## config.mk

```make
export PLATFORM = sky130hd
export DESIGN_NAME = keypad_scan_ctrl_flat
export DESIGN_NICKNAME = d
export VERILOG_FILES = /design/src/rtl/keypad_scan_ctrl_if.sv /design/src/rtl/keypad_scan_ctrl.sv /design/src/flat_wrapper.sv
export SDC_FILE = /design/constraint.sdc
export NUM_CORES = 1
export LEC_CHECK = 0
export CORE_ASPECT_RATIO = 1.4
export CORE_UTILIZATION = 40
export DETAILED_ROUTE_END_ITERATION = 12
export GPL_ROUTABILITY_DRIVEN = 0
export GPL_TIMING_DRIVEN = 1
export HOLD_SLACK_MARGIN = 0.08
export PLACE_DENSITY_LB_ADDON = 0.25
export SLEW_MARGIN = 20
export SYNTH_ARGS = -nofsm -noshare
export SYNTH_HDL_FRONTEND = slang
export SYNTH_SLANG_ARGS = --single-unit
```

## constraint.sdc

```tcl
create_clock -name clk -period 2.6 [get_ports clk]
set_input_delay 0.52 -clock clk [delete_from_list [all_inputs] [get_ports clk]]
set_output_delay 0.52 -clock clk [all_outputs]
set_load 0.02 [all_outputs]
```

## src/rtl/keypad_scan_ctrl_if.sv

```systemverilog
// Signal bundle between the 4x4 keypad scan controller and its surroundings.
// The master side is the controller; the slave side is the keypad/synchronizer/decoder.
interface keypad_scan_ctrl_if;
    logic [3:0] cols_sync;
    logic [3:0] rows;
    logic       key_valid;
    logic [7:0] key_code;
    logic       key_held;

    modport master (
        input  cols_sync,
        output rows,
        output key_valid,
        output key_code,
        output key_held
    );

    modport slave (
        output cols_sync,
        input  rows,
        input  key_valid,
        input  key_code,
        input  key_held
    );
endinterface

```

## src/rtl/keypad_scan_ctrl.sv

```systemverilog
// 4x4 keypad scanner: walks active-low rows, debounces press and release on one column,
// and emits a single key_valid pulse with the {row, column} one-cold code per press.
module keypad_scan_ctrl #(
    parameter int SETTLE_CYCLES   = 4,
    parameter int DEBOUNCE_CYCLES = 20
) (
    input  logic                clk,
    input  logic                reset,
    keypad_scan_ctrl_if.master  kp
);

    localparam int MAX_CNT = (SETTLE_CYCLES > DEBOUNCE_CYCLES) ? SETTLE_CYCLES : DEBOUNCE_CYCLES;
    localparam int CNT_W   = $clog2(MAX_CNT + 1);
    localparam logic [CNT_W-1:0] SETTLE_LAST   = CNT_W'(SETTLE_CYCLES - 1);
    localparam logic [CNT_W-1:0] DEBOUNCE_LAST = CNT_W'(DEBOUNCE_CYCLES - 1);

    typedef enum logic [2:0] {
        SETTLE,
        CHECK,
        DEBOUNCE,
        EMIT,
        HOLD,
        RELEASE
    } state_t;

    state_t           state, state_n;
    logic [1:0]       row_idx, row_idx_n;
    logic [1:0]       cand_col, cand_col_n;
    logic [CNT_W-1:0] cnt, cnt_n;
    logic [3:0]       rows_q, rows_n;
    logic             key_valid_q, key_valid_n;
    logic [7:0]       key_code_q, key_code_n;
    logic             key_held_q, key_held_n;
    logic             advance;
    logic [1:0]       first_low;
    logic             cand_bit;

    function automatic logic [3:0] one_cold(input logic [1:0] idx);
        logic [3:0] v;
        v      = 4'b1111;
        v[idx] = 1'b0;
        return v;
    endfunction

    // Lowest-index pressed column wins when several columns read low together.
    always_comb begin
        first_low = 2'd3;
        if (!kp.cols_sync[0])      first_low = 2'd0;
        else if (!kp.cols_sync[1]) first_low = 2'd1;
        else if (!kp.cols_sync[2]) first_low = 2'd2;
    end

    assign cand_bit = kp.cols_sync[cand_col];

    always_comb begin
        state_n     = state;
        row_idx_n   = row_idx;
        cand_col_n  = cand_col;
        cnt_n       = cnt;
        rows_n      = rows_q;
        key_valid_n = 1'b0;
        key_code_n  = key_code_q;
        key_held_n  = key_held_q;
        advance     = 1'b0;

        case (state)
            SETTLE: begin
                if (cnt == SETTLE_LAST) begin
                    cnt_n   = '0;
                    state_n = CHECK;
                end else begin
                    cnt_n = cnt + 1'b1;
                end
            end
            CHECK: begin
                cnt_n = '0;
                if (kp.cols_sync == 4'b1111) begin
                    advance = 1'b1;
                    state_n = SETTLE;
                end else begin
                    cand_col_n = first_low;
                    state_n    = DEBOUNCE;
                end
            end
            DEBOUNCE: begin
                if (!cand_bit) begin
                    if (cnt == DEBOUNCE_LAST) begin
                        cnt_n       = '0;
                        state_n     = EMIT;
                        key_valid_n = 1'b1;
                        key_code_n  = {rows_q, one_cold(cand_col)};
                        key_held_n  = 1'b1;
                    end else begin
                        cnt_n = cnt + 1'b1;
                    end
                end else begin
                    cnt_n   = '0;
                    advance = 1'b1;
                    state_n = SETTLE;
                end
            end
            EMIT: begin
                state_n = HOLD;
            end
            HOLD: begin
                if (cand_bit) begin
                    cnt_n   = '0;
                    state_n = RELEASE;
                end
            end
            RELEASE: begin
                if (cand_bit) begin
                    if (cnt == DEBOUNCE_LAST) begin
                        cnt_n      = '0;
                        key_held_n = 1'b0;
                        advance    = 1'b1;
                        state_n    = SETTLE;
                    end else begin
                        cnt_n = cnt + 1'b1;
                    end
                end else begin
                    cnt_n   = '0;
                    state_n = HOLD;
                end
            end
            default: begin
                cnt_n   = '0;
                state_n = SETTLE;
            end
        endcase

        // Rows only move when a slot ends without holding a key.
        if (advance) begin
            row_idx_n = row_idx + 2'd1;
            rows_n    = one_cold(row_idx_n);
        end
    end

    always_ff @(posedge clk) begin
        if (!reset) begin
            state       <= SETTLE;
            row_idx     <= 2'd0;
            cand_col    <= 2'd0;
            cnt         <= '0;
            rows_q      <= 4'b1110;
            key_valid_q <= 1'b0;
            key_code_q  <= 8'hFF;
            key_held_q  <= 1'b0;
        end else begin
            state       <= state_n;
            row_idx     <= row_idx_n;
            cand_col    <= cand_col_n;
            cnt         <= cnt_n;
            rows_q      <= rows_n;
            key_valid_q <= key_valid_n;
            key_code_q  <= key_code_n;
            key_held_q  <= key_held_n;
        end
    end

    assign kp.rows      = rows_q;
    assign kp.key_valid = key_valid_q;
    assign kp.key_code  = key_code_q;
    assign kp.key_held  = key_held_q;

endmodule

```

## src/flat_wrapper.sv

```systemverilog
// flat-port wrapper written by rule: the top's interface ports become plain ports
module keypad_scan_ctrl_flat 
#(
    parameter int SETTLE_CYCLES   = 4,
    parameter int DEBOUNCE_CYCLES = 20
)
  (clk, reset, kp_cols_sync, kp_rows, kp_key_valid, kp_key_code, kp_key_held);
  keypad_scan_ctrl_if kp_i ();
  input  logic clk;
  input  logic reset;
  input wire logic [$bits(kp_i.cols_sync)-1:0] kp_cols_sync;
  output wire logic [$bits(kp_i.rows)-1:0] kp_rows;
  output wire logic [$bits(kp_i.key_valid)-1:0] kp_key_valid;
  output wire logic [$bits(kp_i.key_code)-1:0] kp_key_code;
  output wire logic [$bits(kp_i.key_held)-1:0] kp_key_held;
  assign kp_i.cols_sync = kp_cols_sync;
  assign kp_rows = kp_i.rows;
  assign kp_key_valid = kp_i.key_valid;
  assign kp_key_code = kp_i.key_code;
  assign kp_key_held = kp_i.key_held;
  keypad_scan_ctrl #(.SETTLE_CYCLES(SETTLE_CYCLES), .DEBOUNCE_CYCLES(DEBOUNCE_CYCLES)) u_core (.clk(clk), .reset(reset), .kp(kp_i));
endmodule
```

==> run summary <==
Synthesized area: 0.00149 mm²
Core area: 0.00347 mm²
Period minus WS final: 2.22 ns
Clk pin slew, worst setup/hold paths: 0.09 ns
CP Class: in2reg
Leading area contributor after synthesis: dfxtp_1
Critical Path Source Type: input port
Vias: 1,302
Flops & latches, synth: 26
Vias in the first global route: 1,325
First-pass DRT Iterations: 4
Top FF cell, synth: dfxtp_1
Clock Latency Late Sink: 0.27 ns
Antenna Nets Post-Route: 0
Syn avg cell area: 8.71 µm²
Post-Synthesis Cells: 171
Seq/Total Area, Yosys: 35.0%
Chip width: 53.6 µm
CTS tree: yes
Maximum vdd ir drop: 452 µV
CP max-delay cell: mux4_2
CTS H-tree depth: 1
Total negative slack: 0 ns
Max Root-Sink Buffers: 2
Initial Util: 42.9%
Worst Skew: 0.00503 ns
Fill cells: 333
Outcome: complete, no violations
Yosys top cell area share: 35.0%
Synthesis Warnings: 0
Final net count: 204
Full die area: 0.00397 mm²
Total grt overflow: 0
Synth-to-Final Area Change: 20.8%
DR iter-0 viols: 59
CP required: 2.78 ns
Leak pwr: 0.000685 µW
Antenna violations before repair: 0
Share of synthesized registers carrying an async set or reset: 0%
Mapped Nets: 182
Slew at the pin closest to its max-slew limit: 0.563 ns
Total I/O pin count: 20
Cell chain of the critical path: clkdlybuf4s50_1 -> mux4_2 -> buf_4 -> buf_4 -> a21oi_1 -> o21ai_0 -> a211oi_1
Worst rel slew slack: 62.4%
Final non-filler cell total: 231
Residual DRC count: 0
Fin crit share: 85.4%
Synth top area cells: dfxtp_1, nand2_1, mux2i_1, ha_1, a21oi_1
RSZ-0062 raised after global routing: no
Total track usage: 19.5%
Crit-path max FO: 7
Max Fclk: 450 MHz
Antenna Cells: 0
Commonest non-fill, non-tap cell in the layout: dfxtp_1
Setup Fix Bufs, Post-CTS: 0
First-pass GRT wire length: 5750 µm
Inserted Clock Buffers: 3
DP HPWL: 2520 µm
EDFF count, synth: 0
Setup violators final: 0
Largest stage delay on the critical path: 0.59 ns
Fin. max-slew vios: 0
Routed Wire Length: 3300 µm
CTS root buffer: clkbuf_8
CTS Hold Buffers Added: 0
CP Capture Type: flop
DR vias/cell: 5.64
Worst R2R Setup Slack: 0.57 ns
Unique masters post-synth: 45
Die height: 74.2 µm
Worst endpoint data arrival time: 2.40 ns
Avg WL per Cell: 14.3 µm
Top cell by count, worst path: buf_4
Largest net degree at the start of global routing: 19
PD cells: 700 mW/mm²
Maxcap violations: 0
Most frequent cells in the layout: dfxtp_1, nand2_1, clkdlybuf4s50_1, a21oi_1
Clock tree sinks: 26
PostCTS Resize Cnt: 0
Layout cell share with drive strength beyond 1: 13.6%
Row cnt: 25
Pwr Total: 1260 µW
Worst min path class: reg2reg
Cell count after placement: 228
IO buf count: 19
Hold Vio Cnt, Final: 0
==> final timing paths <==
| check | depth (start not counted) | endpoint | start |
|---|---|---|---|
| worst max register to register | 6 | u_core.cnt[4] | u_core.cand_col[0] |
| worst min register to register | 2 | u_core.kp.key_code[5] | u_core.kp.key_code[5] |
| worst min-delay path | 2 | u_core.kp.key_code[5] | u_core.kp.key_code[5] |
| worst max-delay path | 7 | u_core.cnt[4] | kp_cols_sync[2] |
==> per-stage QoR <==
step           utilization [%]  cell area (µm²)  hold slack [ns]  setup slack (ns)
5_1_grt                   51.8             1800            0.519             0.289
4_1_cts                   51.8             1800            0.487             0.385
6_report                  51.8             1800            0.484             0.380
2_1_floorplan                -             1490            0.471             0.581
3_3_place_gp              50.6             1760            0.456             0.130
3_5_place_dp              50.6             1760            0.461             0.101
==> where the power goes <==
part / total, µW / switching, µW / internal, µW
Combinational: 499 / 274 / 225
Clock: 227 / 123 / 104
Sequential: 535 / 87.5 / 447
==> cell type report <==
cell class	count	area (µm²)	share of cell area, %
multi-input combinational	127	887	49.3
sequential	26	520	28.9
timing repair buffer	29	278	15.4
inverter	6	22.5	1.25
tap	40	50.0	2.78
clock buffer	3	41.3	2.29
==> synthesized netlist by cell type (all sizes together) (5+ instances only) <==
cell type	n
dfxtp	26
nand2	24
a21oi	11
o21ai	10
clkbuf	8
mux2i	8
nor2	7
nor2b	7
inv	6
ha	5
nand2b	5
nor3b	5
==> logic make-up (layout without fill, tap and decap cells) <==
kind of cell               count (synthesis)  in the layout  share of synthesized area (%)
xor gates and xnor gates                   1              1                          0.588
AOI/OAI and AO/OA                         39             39                           18.9
DFF                                       26             26                           35.0
buffers and inverters                     18             38                           5.46
and+or+nand+nor                           70             70                           26.7
muxes                                     12             12                           9.16
adders and majority gates                  5              5                           4.20
==> critical path: cells and delay by family <==
family          cells  cell delay, ns
buf+inv             3            0.80
compound gates      3            0.49
mux                 1            0.59
==> registers in the layout (all words and copies together) (netlist names) <==
register and flops:
u_core.cand_col 2, u_core.row_idx 2, u_core.kp.key_code 8, u_core.state 3, u_core.kp.key_held 1, u_core.kp.rows 4, u_core.kp.key_valid 1, u_core.cnt 5
==> routing by layer <==
layer | GRT usage [%] | vias up | share of wire, % | routed length [µm]
li1 | - | 653 | - | -
met5 | 0 | - | 0 | 0
met2 | 36.1 | 32 | 55 | 1830
met3 | 2.45 | 6 | 2.7 | 88
met4 | 7.31 | 0 | 1.3 | 44
met1 | 21.9 | 611 | 41 | 1340
(Power assumes the default switching activity.)
